## config.mk

```make
export PLATFORM = sky130hd
export DESIGN_NAME = ps2_keymap_engine
export DESIGN_NICKNAME = d
export VERILOG_FILES = /design/src/rtl/ps2_keymap_engine.sv
export SDC_FILE = /design/constraint.sdc
export NUM_CORES = 1
export LEC_CHECK = 0
export BUFFER_PORTS_ARGS = -buffer_cell sky130_fd_sc_hd__buf_4
export CORE_MARGIN = 2
export CORE_UTILIZATION = 45
export CTS_CLUSTER_DIAMETER = 40
export CTS_CLUSTER_SIZE = 16
export DETAILED_ROUTE_END_ITERATION = 10
export PLACE_DENSITY = 0.62
export SLEW_MARGIN = 20
export SYNTH_ARGS = -nofsm -noshare
export SYNTH_HDL_FRONTEND = slang
export SYNTH_SLANG_ARGS = --single-unit
```

## constraint.sdc

```tcl
create_clock -name clk_sys -period 6.8 [get_ports clk_sys]
set_input_delay 0.68 -clock clk_sys [delete_from_list [all_inputs] [get_ports clk_sys]]
set_output_delay 0.68 -clock clk_sys [all_outputs]
set_load 0.05 [all_outputs]
```

## src/rtl/ps2_keymap_engine.sv

```systemverilog
// PS/2 key event to held-button mapper: event FIFO plus runtime-loadable key table resolved by sequential scan.
// Optional autofire gating is built when PS2_KEYMAP_AUTOFIRE_EN is defined.
module ps2_keymap_engine #(
    parameter int NUM_ENTRIES = 32,
    parameter int NUM_BTN     = 32,
    parameter int FIFO_DEPTH  = 4
`ifdef PS2_KEYMAP_AUTOFIRE_EN
    ,
    parameter int AF_HALF     = 65536
`endif
) (
    input  logic                                             clk_sys,
    input  logic                                             reset,
    input  logic [10:0]                                      ps2_key,
    input  logic                                             map_we,
    input  logic [$clog2(NUM_ENTRIES)-1:0]                   map_addr,
    input  logic                                             map_valid,
    input  logic                                             map_anyext,
    input  logic [8:0]                                       map_key,
    input  logic [((NUM_BTN > 1) ? $clog2(NUM_BTN) : 1)-1:0] map_btn,
    input  logic                                             clear_all,
`ifdef PS2_KEYMAP_AUTOFIRE_EN
    input  logic [NUM_BTN-1:0]                               autofire_mask,
`endif
    output logic [NUM_BTN-1:0]                               buttons,
    output logic                                             busy,
    output logic                                             event_drop
);

    localparam int AW = $clog2(NUM_ENTRIES);
    localparam int BW = (NUM_BTN > 1) ? $clog2(NUM_BTN) : 1;
    localparam int FW = $clog2(FIFO_DEPTH);

    typedef enum logic {IDLE, SCAN} state_t;

    state_t          state;
    logic [AW-1:0]   idx;
    logic            cur_pressed;
    logic [8:0]      cur_key;
    logic [NUM_BTN-1:0] held;

    logic            old_toggle;
    logic [9:0]      fifo_mem [FIFO_DEPTH];
    logic [FW-1:0]   wr_ptr;
    logic [FW-1:0]   rd_ptr;
    logic [FW:0]     count;

    logic            tbl_valid  [NUM_ENTRIES];
    logic            tbl_anyext [NUM_ENTRIES];
    logic [8:0]      tbl_key    [NUM_ENTRIES];
    logic [BW-1:0]   tbl_btn    [NUM_ENTRIES];

    logic push_req, push_ok, pop, full, fifo_ne, hit, btn_ok;

    assign push_req = ps2_key[10] != old_toggle;
    assign fifo_ne  = count != '0;
    assign full     = count == (FW+1)'(FIFO_DEPTH);
    assign pop      = (state == IDLE) && fifo_ne;
    // A full FIFO still accepts a push when the same cycle pops.
    assign push_ok  = push_req && (!full || pop);
    assign hit      = tbl_valid[idx] && (tbl_key[idx][7:0] == cur_key[7:0]) &&
                      (tbl_anyext[idx] || (tbl_key[idx][8] == cur_key[8]));
    assign btn_ok   = int'(tbl_btn[idx]) < NUM_BTN;

    always_ff @(posedge clk_sys) begin
        if (reset) begin
            old_toggle <= ps2_key[10];
            wr_ptr     <= '0;
            rd_ptr     <= '0;
            count      <= '0;
            event_drop <= 1'b0;
        end else begin
            old_toggle <= ps2_key[10];
            event_drop <= push_req && !push_ok;
            if (push_ok) begin
                fifo_mem[wr_ptr] <= ps2_key[9:0];
                wr_ptr           <= wr_ptr + 1'b1;
            end
            if (pop)
                rd_ptr <= rd_ptr + 1'b1;
            count <= count + (FW+1)'(push_ok) - (FW+1)'(pop);
        end
    end

    always_ff @(posedge clk_sys) begin
        if (reset) begin
            for (int i = 0; i < NUM_ENTRIES; i++)
                tbl_valid[i] <= 1'b0;
        end else if (map_we) begin
            tbl_valid[map_addr]  <= map_valid;
            tbl_anyext[map_addr] <= map_anyext;
            tbl_key[map_addr]    <= map_key;
            tbl_btn[map_addr]    <= map_btn;
        end
    end

    always_ff @(posedge clk_sys) begin
        if (reset) begin
            state       <= IDLE;
            idx         <= '0;
            cur_pressed <= 1'b0;
            cur_key     <= '0;
            held        <= '0;
            busy        <= 1'b0;
        end else begin
            case (state)
                IDLE: begin
                    if (pop) begin
                        cur_pressed <= fifo_mem[rd_ptr][9];
                        cur_key     <= fifo_mem[rd_ptr][8:0];
                        idx         <= '0;
                        state       <= SCAN;
                    end
                end
                SCAN: begin
                    if (hit && btn_ok)
                        held[tbl_btn[idx]] <= cur_pressed;
                    if (idx == AW'(NUM_ENTRIES - 1))
                        state <= IDLE;
                    else
                        idx <= idx + 1'b1;
                end
                default: state <= IDLE;
            endcase
            // Placed last so a force-release overrides a same-cycle scan update.
            if (clear_all)
                held <= '0;
            busy <= (state == SCAN) || fifo_ne;
        end
    end

`ifdef PS2_KEYMAP_AUTOFIRE_EN
    logic [31:0] af_cnt;
    logic        af_phase;

    always_ff @(posedge clk_sys) begin
        if (reset) begin
            af_cnt   <= '0;
            af_phase <= 1'b0;
        end else if (af_cnt == 32'(AF_HALF - 1)) begin
            af_cnt   <= '0;
            af_phase <= ~af_phase;
        end else begin
            af_cnt <= af_cnt + 32'd1;
        end
    end

    assign buttons = held & ~(autofire_mask & {NUM_BTN{af_phase}});
`else
    assign buttons = held;
`endif

endmodule

```

Yosys cells after proc, flatten, opt, wreduce, memory -nomap -nowiden
Memories as Yosys holds them, arrays and structs flattened. A register that Yosys moved wholly into a read port is not among the register bits.
Cells that the tools add are included.
{"block": "op_classes", "n_addsub": 5, "order_cmp": 2, "eq_ne": 7, "mux": 28, "bitwise_logic": 1, "reduce_logical": 17}
{"cell": "two-way mux 5 bit", "n": 11}
{"cell": "bitwise mux 32 bit", "n": 1}
{"cell": "two-way mux 1 bit", "n": 13}
{"cell": "case mux 5 bit (2 select lines)", "n": 1}
{"cell": "== test 8 bit", "n": 1}
{"cell": "logical AND 1 bit", "n": 6}
{"cell": "< comparator 5 x 6 -> 1 bit, second input constant", "n": 1}
{"cell": "AND reduction 2 bit", "n": 3}
{"cell": "adder 5 x 1 -> 5 bit, second input constant", "n": 1}
{"cell": "demux 1 bit (select 5 bit)", "n": 1}
{"cell": "== test 5 bit, second input constant", "n": 1}
{"cell": "greater-or-equal comparator 5 x 1 -> 1 bit, second input constant", "n": 1}
{"cell": "adder 2 x 1 -> 2 bit, second input constant", "n": 2}
{"cell": "!= test 2 bit, second input constant", "n": 2}
{"cell": "adder 3 x 1 -> 3 bit", "n": 1}
{"cell": "== test 3 bit, second input constant", "n": 1}
{"cell": "logical OR 1 bit", "n": 3}
{"cell": "nonzero test 3 bit", "n": 1}
{"cell": "subtractor 3 x 1 -> 3 bit", "n": 1}
{"cell": "logical NOT 1 bit", "n": 2}
{"cell": "case mux 1 bit (2 select lines)", "n": 1}
{"cell": "OR reduction 2 bit", "n": 1}
{"cell": "== test 1 bit", "n": 1}
{"cell": "!= test 1 bit", "n": 1}
{"cell": "2 further kinds", "n": 2}
{"block": "word_totals", "reg_bits": 48, "ramBits": 552, "output_inout_bits": 34, "word_cells": 74, "memories": 5}
{"memory": "tbl_key", "depth": 32, "width": 9, "rd": 1, "rd_ports_with_merged_regs": 1, "wr": 1, "line": "50", "rtl": "logic [8:0] tbl_key [NUM_ENTRIES];"}
{"memory": "tbl_btn", "depth": 32, "width": 5, "rd": 1, "rd_ports_with_merged_regs": 1, "wr": 1, "line": "51", "rtl": "logic [BW-1:0] tbl_btn [NUM_ENTRIES];"}
{"memory": "fifo_mem", "depth": 4, "width": 10, "rd": 1, "rd_ports_with_merged_regs": 1, "wr": 1, "line": "43", "rtl": "logic [9:0] fifo_mem [FIFO_DEPTH];"}
{"memory": "tbl_anyext", "depth": 32, "width": 1, "rd": 1, "rd_ports_with_merged_regs": 1, "wr": 1, "line": "49", "rtl": "logic tbl_anyext [NUM_ENTRIES];"}
{"memory": "tbl_valid", "depth": 32, "width": 1, "rd": 1, "rd_ports_with_merged_regs": 1, "wr": 32, "line": "48", "rtl": "logic tbl_valid [NUM_ENTRIES];"}

Depth between registers and ports, before layout
Gate-level depths: netlist (run 1).
{"block": "depth", "ltp_word": 7, "mapped_depth": 16, "ltp_nobuf": 10}

Worst setup path before layout (run 1)
Ideal clock, no wire load.
{"block": "synth_timing", "path_kind": "register to register", "startpoint": "reg (tool-made name)", "endpoint": "reg held[17] (netlist: buttons[17])", "arrival_ns": 3.062, "required_time_ns": 6.668, "setup_slack_ns": 3.606, "stages_incl_launch_ff": 13, "period_less_slack_ns": 3.194, "path_cell_list": "dfxtp_1 buf_6 buf_6 buf_6 mux4_2 a22oi_1 and3_1 nor2_1 mux4_2 a2111oi_4 buf_6 nand4_1 mux2i_1"}
{"element": "to (signal, indexed assignment)", "line": "117", "rtl": "held[tbl_btn[idx]] <= cur_pressed;"}
{"element": "to (decl)", "line": "40", "rtl": "logic [NUM_BTN-1:0] held;"}

==> results of run 1 <==
## power by group
| group | switching [mW] | internal (mW) | leakage, nW |
|---|---|---|---|
| combinational | 0.600 | 0.421 | 2.47 |
| sequential | 0.122 | 4.20 | 5.50 |
| clock | 1.55 | 2.33 | 1.19 |
## through the flow
step                        util  instance area (sq um)  total power [mW]  setup WS [ns]  instances
after global routing      0.5215                  28560             9.547          2.391       2301
after CTS                 0.5214                  28560             9.298          2.678       2301
after global placement    0.4770                  26120             5.415          2.757       2168
final                     0.5215                  28560             9.221          2.643       2302
after floorplan                -                  24800             5.143          3.606       1433
after detailed placement  0.4771                  26130             5.435          2.694       2168
## synth_stat cells, types with 4 or more instances
| library cell | number | area [sq um] |
|---|---|---|
| nor3b_1 | 4 | 30.03 |
| buf_1 | 9 | 33.78 |
| a21oi_1 | 34 | 170.2 |
| a22oi_1 | 43 | 322.8 |
| nor2_1 | 68 | 255.2 |
| nand2_1 | 77 | 289.0 |
| xor2_1 | 4 | 35.03 |
| a31o_1 | 14 | 122.6 |
| a221oi_1 | 5 | 43.79 |
| nor2b_1 | 19 | 118.9 |
| ha_1 | 8 | 100.1 |
| edfxtp_1 | 552 | 16580 |
| a31oi_1 | 4 | 25.02 |
| mux4_2 | 99 | 2230 |
| mux2i_1 | 85 | 850.8 |
| nor4_1 | 4 | 25.02 |
| inv_1 | 23 | 86.33 |
| nand3_1 | 44 | 220.2 |
| xnor2_1 | 5 | 43.79 |
| o22ai_1 | 11 | 68.82 |
| dfxtp_1 | 63 | 1261 |
| nand3b_1 | 7 | 52.55 |
| buf_2 | 13 | 65.06 |
| a22o_1 | 4 | 35.03 |
| nor4_2 | 7 | 87.58 |
| and3_1 | 4 | 25.02 |
| buf_4 | 9 | 67.56 |
| mux2_2 | 19 | 214.0 |
| and2_1 | 43 | 269.0 |
| buf_6 | 18 | 202.7 |
| or2_2 | 34 | 212.7 |
| nand4_1 | 32 | 200.2 |
| clkbuf_1 | 29 | 108.9 |
## final timing paths
| kind | start | end |
|---|---|---|
| hold / removal | ps2_key[10] | old_toggle$_DFF_P_ |
| hold reg to reg | buttons[27]$_SDFFE_PP0P_ | buttons[27]$_SDFFE_PP0P_ |
| setup / recovery | register | buttons[9]$_SDFFE_PP0P_ |
| setup reg to reg | register | buttons[9]$_SDFFE_PP0P_ |
## per-layer routing
layer	up-vias	track usage	part of all wire	wire, um
li1	5892	-	-	-
met1	6951	0.2936	0.43	25160
met2	460	0.3359	0.48	28320
met3	79	0.03406	0.063	3696
met4	0	0.07083	0.023	1335
met5	-	0	0	0
## flip-flops by register name, indices dropped and copies added, names as in the netlist, 3 cells and up, named ones only
signal / flops
tbl_key: 288
tbl_btn: 160
fifo_mem: 40
buttons: 32
tbl_anyext: 32
tbl_valid: 32
cur_key: 9
idx: 5
count: 3
## cells by family after synthesis
logic type / count (synthesis)
flops: 615
simple gates: 363
mux: 203
compound gates: 130
buf+inv: 102
xor+xnor: 11
fa+ha+maj: 9
## worst max-delay path: cells and delay by family, from the launching register on
kind / cells / cell delay, ns
multiplexers: 3 / 1.14
AO/OA/AOI/OAI: 2 / 0.61
buffers and inverters: 2 / 1.03
flip-flops: 1 / 0.65
AND/OR/NAND/NOR: 3 / 0.48
## area by class of cell
type                       count  area share
sequential                   615      0.6249
multi-input combinational    716      0.2268
clock buffer                  91     0.06925
tap                          704     0.03084
timing repair buffer         110     0.02935
clock inverter                42     0.01572
inverter                      23    0.003022
antenna                        1  0.00008760
==> results.md, run 1 <==
- WP data arrival: roughly 4.6 ns
- Nets: 1583
- Die Ht: around 240 um
- CTS root buffer: clkbuf_16
- Largest family of logic cells by synthesized area: multiplexers
- Top_reg_cell synth: edfxtp_1
- Die width: ~240 um
- Final setup fails: 0
- Post-synthesis adder-cell area fraction: 0.004843
- Vias per inst: about 5.8
- Pleak: around 9 nW
- Critical path class: register to register
- HPWL after DPL: between 30000 and 40000 um
- Pwr Density: approximately 320 mW/mm^2
- Starting Density: 0.4528
- Max Freq: between 200 and 250 MHz
- Synth Area per Inst: approximately 17 sq um
- Reg-to-reg slack, setup: 2.64 ns
- Area occupied by multi-input gates: roughly 0.0065 sq mm
- Slew headroom: 0.3031
- P&R area growth vs syn: 15.17%
- Post-CTS sizing: 0
- Status: finished, final reports clean
- Post-CTS setup buffer count: 0
- CTS hold repair buffers: 0
- Synth Area in XOR/XNOR: 0.004490
- Multiplexer area fraction after synthesis: 0.1328
- TritonCTS Buffers: about 70
- Core Region: ~0.055 sq mm
- RSZ-0062 raised after global routing: no
- Yosys warning count: 0
- # rows: 86
- Worst endpoint required time: roughly 7.2 ns
- Startpoint types: register
- Cells along the critical path: buf_4 > mux4_2 > a22oi_1 > and3_1 > nor2_1 > mux4_2 > a2111oi_4 > buf_4 > nand4_1 > mux2i_1
- Skew-Pair Late Insertion Delay: about 0.61 ns
- Seq/Total Area, Yosys: 0.7192
- Routed vias: 13382
- Reg clk slew, reported paths: around 0.06 ns
- Ys async rst share: 0
- Initial antenna violation count: 0
- Fin Hold WS: 0.2053 ns
- Slowest CP cell: dfxtp_4
- Max Root-Sink Buffers: 3
- Number of fill cells: roughly 4300
- Most frequent cells in the layout: 552 x edfxtp_1, 109 x buf_4, 99 x mux4_2, 85 x mux2i_1, 77 x nand2_1
- I/O Pins: 70
- Setup TNS: 0 ns
- GRT Resource Usage Total: 0.2095
- Tmin final: roughly 4.2 ns
- Worst hold stages: 1
- Number of global-route vias before repair: roughly 13000
- Gr ovfl total: 0
- Routed WL per cell: roughly 25 um
- WL final: just under 60000 um
- Synth Cell Area: 0.02480 sq mm
- Count of input and output buffers: slightly below 70
- Compound-Gate Fraction of Synth Area: 0.03723
- Clock skew: ~0.037 ns
- Final antenna-violating net count: 0
- Residual DRC count: 0
- Initial DRC Count: around 1200
- H-tree levels: 3
- Post-synth EDFFs: 552
- Max-cap viol count: 0
- Area of the die: 0.05701 sq mm
- HP Class: input pin to register
- Clock Sinks: approximately 620
- CTS tree: yes
- Final Slew Violations: 0
- Post-synthesis simple-gate area fraction: 0.07809
- Sequential cell area: approximately 0.018 sq mm
- Worst slew pin tran: ~1.0 ns
- Yosys reg bits: between 600 and 700
- DRT Pass-1 Iters: 7
- Syn Inst Count: between 1000 and 1500
- Distinct cell type count after synthesis: 57
- R2R cell count: 10
- Crit share post-route: 0.6113
- Largest net degree at the start of global routing: between 50 and 60
- Syn nets: roughly 1500
- Max incr delay on CP: 0.65 ns
- Crit end category: register
- Most common cell after layout, fill and taps aside: edfxtp_1
- Share of layout cells above drive strength 1: 0.2674
- Max VDD drop: 0.0001765 V
- RD Place Congestion: ~0.8
- Final hold viol count: 0
- CP max FO: between 40 and 50
- First-pass GRT wire length: 86960 um
(Power assumes the default switching activity.)
==> run 2, diff against run 1 <==
clock period = 4.1 ns   (was 6.8 ns; I/O delays follow)
==> results.md, run 2 (synthesis results as in run 1) <==
- Tmin final: 3.865 ns
- WL final: roughly 62000 um
- Max-cap viol count: 0
- Skew-Pair Late Insertion Delay: ~0.65 ns
- CTS root buffer: clkbuf_16
- Final hold viol count: 0
- Vias per inst: between 5 and 6
- Startpoint types: register
- Most flops, register: tbl_key
- WP data arrival: between 4 and 5 ns
- # rows: 86
- Most frequent cells in the layout: 552 x edfxtp_1, 136 x buf_4, 99 x mux4_2, 89 x clkbuf_16, 85 x mux2i_1
- Die Ht: between 200 and 250 um
- HPWL after DPL: roughly 40000 um
- Max VDD drop: ~0.00030 V
- Final Slew Violations: 0
- Area of the die: approximately 0.057 sq mm
- Post-CTS setup buffer count: 0
- Routed WL per cell: around 26 um
- Reg-to-reg slack, setup: about 0.23 ns
- Top Layer Used: met4
- First-pass GRT wire length: roughly 91000 um
- GRT Resource Usage Total: 0.2206
- R2R cell count: 10
- RD Place Congestion: 0.8317
- Initial DRC Count: roughly 1400
- Crit end category: register
- Initial antenna violation count: 0
- Reg clk slew, reported paths: 0.06 ns
- Worst endpoint required time: roughly 4.6 ns
- Pleak: 9.643 nW
- Share of layout cells above drive strength 1: 0.2956
- Slew headroom: 0.2927
- Routed vias: 13903
- HP Class: input pin to register
- H-tree levels: 3
- Status: finished, final reports clean
- Number of fill cells: between 4000 and 5000
- RSZ-0062 raised after global routing: no
- Residual DRC count: 0
- P&R area growth vs syn: 19.35%
- Clock skew: about 0.030 ns
- Design Area, Final: between 0.02 and 0.03 sq mm
- Logic pwr share: 0.111
- Max Root-Sink Buffers: 3
- Sequential share of power: 0.434
- Final setup fails: 0
- Nets: ~1600
- Clock Sinks: a little over 600
- M1 WL: 26030 um
- Die width: 238.8 um
- Most common cell after layout, fill and taps aside: edfxtp_1
- Switch Pwr: 4.304 mW
- CTS tree: yes
- Critical path capture point: buttons[13]$_SDFFE_PP0P_
- Max reg flops: 288
- Final antenna-violating net count: 0
- Worst slew pin tran: between 1 and 1.5 ns
- Switching Fraction: 0.2601
- Met3 WL post-DR: between 4000 and 5000 um
- Placed cell area: between 0.02 and 0.03 sq mm
- Largest regs: tbl_key: 288 flops, tbl_btn: 160 flops, fifo_mem: 40 flops
- DR WL met2: about 29000 um
- I/O Pins: 70
- CP max FO: 25
- Gr ovfl total: 0
- Setup TNS: 0 ns
- FF-to-FF End: buttons[13]$_SDFFE_PP0P_
- Count of input and output buffers: 69
- P_int: roughly 12 mW
- Pwr Density: approximately 560 mW/mm^2
- Largest net degree at the start of global routing: around 60
- Crit share post-route: 0.9427
- Number of global-route vias before repair: between 10000 and 15000
- Core Region: 0.05477 sq mm
- Critical path class: register to register
- Clock share of power: 0.455
- TritonCTS Buffers: 87
- Starting Density: 0.4528
- Max Freq: about 260 MHz
- DRT Pass-1 Iters: 5
[run 2: cell count changes in the layout (fill, tap and decap cells not counted), sizes merged]
cell         previous run  this run
clkbuf                 91        95
inv                    33        44
clkinvlp                2        12
dlygate4sd3             0        11
clkinv                 24        28
buf                   110       144
[run 2: repair_timing]
action | CTS | global route
resized for setup | 0 | 3
setup endpoints to repair | 0 | 19
endpoints found under the hold margin | 41 | 0
hold buffers | 11 | 0
[run 2: layout make-up]
type	count	area, sq um	area share
Sequential cell	615	17850	0.6031
Multi-Input combinational cell	716	6489	0.2192
Clock buffer	95	2250	0.07600
Timing Repair Buffer	155	1291	0.04362
Tap cell	704	880.8	0.02976
Clock inverter	67	750.7	0.02536
Inverter	23	86.33	0.002917
Antenna cell	1	2.502	0.00008454
[run 2: power groups by stage]
stage | Combinational (mW) | Sequential, mW | Clock (mW)
2_1_floorplan | 1.36 | 7.17 | 0
3_3_place_gp | 1.77 | 7.31 | 0
3_5_place_dp | 1.81 | 7.31 | 0
4_1_cts | 1.82 | 7.18 | 7.62
5_1_grt | 1.97 | 7.20 | 7.89
6_report | 1.84 | 7.18 | 7.54
[run 2: per-layer routing]
layer / GRT usage / vias up
met4: 0.08902 / 0
met2: 0.3403 / 553
met3: 0.04319 / 92
met1: 0.3102 / 7234
met5: 0 / -
li1: - / 6024
[run 2: stage by stage]
stage | worst slack [ns] | instances | total power [mW] | util | hold slack (ns)
final | 0.2350 | 2376 | 16.55 | 0.5405 | 0.1845
after global routing | 0.09229 | 2375 | 17.06 | 0.5404 | 0.1833
after CTS | 0.06887 | 2375 | 16.62 | 0.5400 | 0.1562
after detailed placement | 0.1022 | 2202 | 9.118 | 0.4832 | 0.4513
after global placement | 0.1755 | 2202 | 9.076 | 0.4832 | 0.4503
after floorplan | 0.9062 | 1433 | 8.530 | - | 0.4363
[run 2: worst min path at each step]
stage | to | depth (start not counted) | from | slack [ns]
floorplan | cur_key[0]$_SDFFE_PP0P_ | 2 | cur_key[0]$_SDFFE_PP0P_ | 0.44
global placement | buttons[3]$_SDFFE_PP0P_ | 2 | buttons[3]$_SDFFE_PP0P_ | 0.45
detailed placement | cur_key[0]$_SDFFE_PP0P_ | 2 | cur_key[0]$_SDFFE_PP0P_ | 0.45
CTS | tbl_key[30][4]$_DFFE_PP_ | 1 | map_key[4] | 0.16
global route | tbl_key[28][4]$_DFFE_PP_ | 1 | map_key[4] | 0.18
finish | tbl_key[30][4]$_DFFE_PP_ | 1 | map_key[4] | 0.18
[run 2: critical path, cell delays in order (launching register included)]
cell and delay (ns):
dfxtp_4 0.70, buf_4 0.33, nor2b_2 0.41, a22oi_1 0.21
a211oi_1 0.49, nor4_1 0.12, buf_4 0.17, xor2_2 0.22
nor4_2 0.66, nand4_1 0.21, mux2i_1 0.16
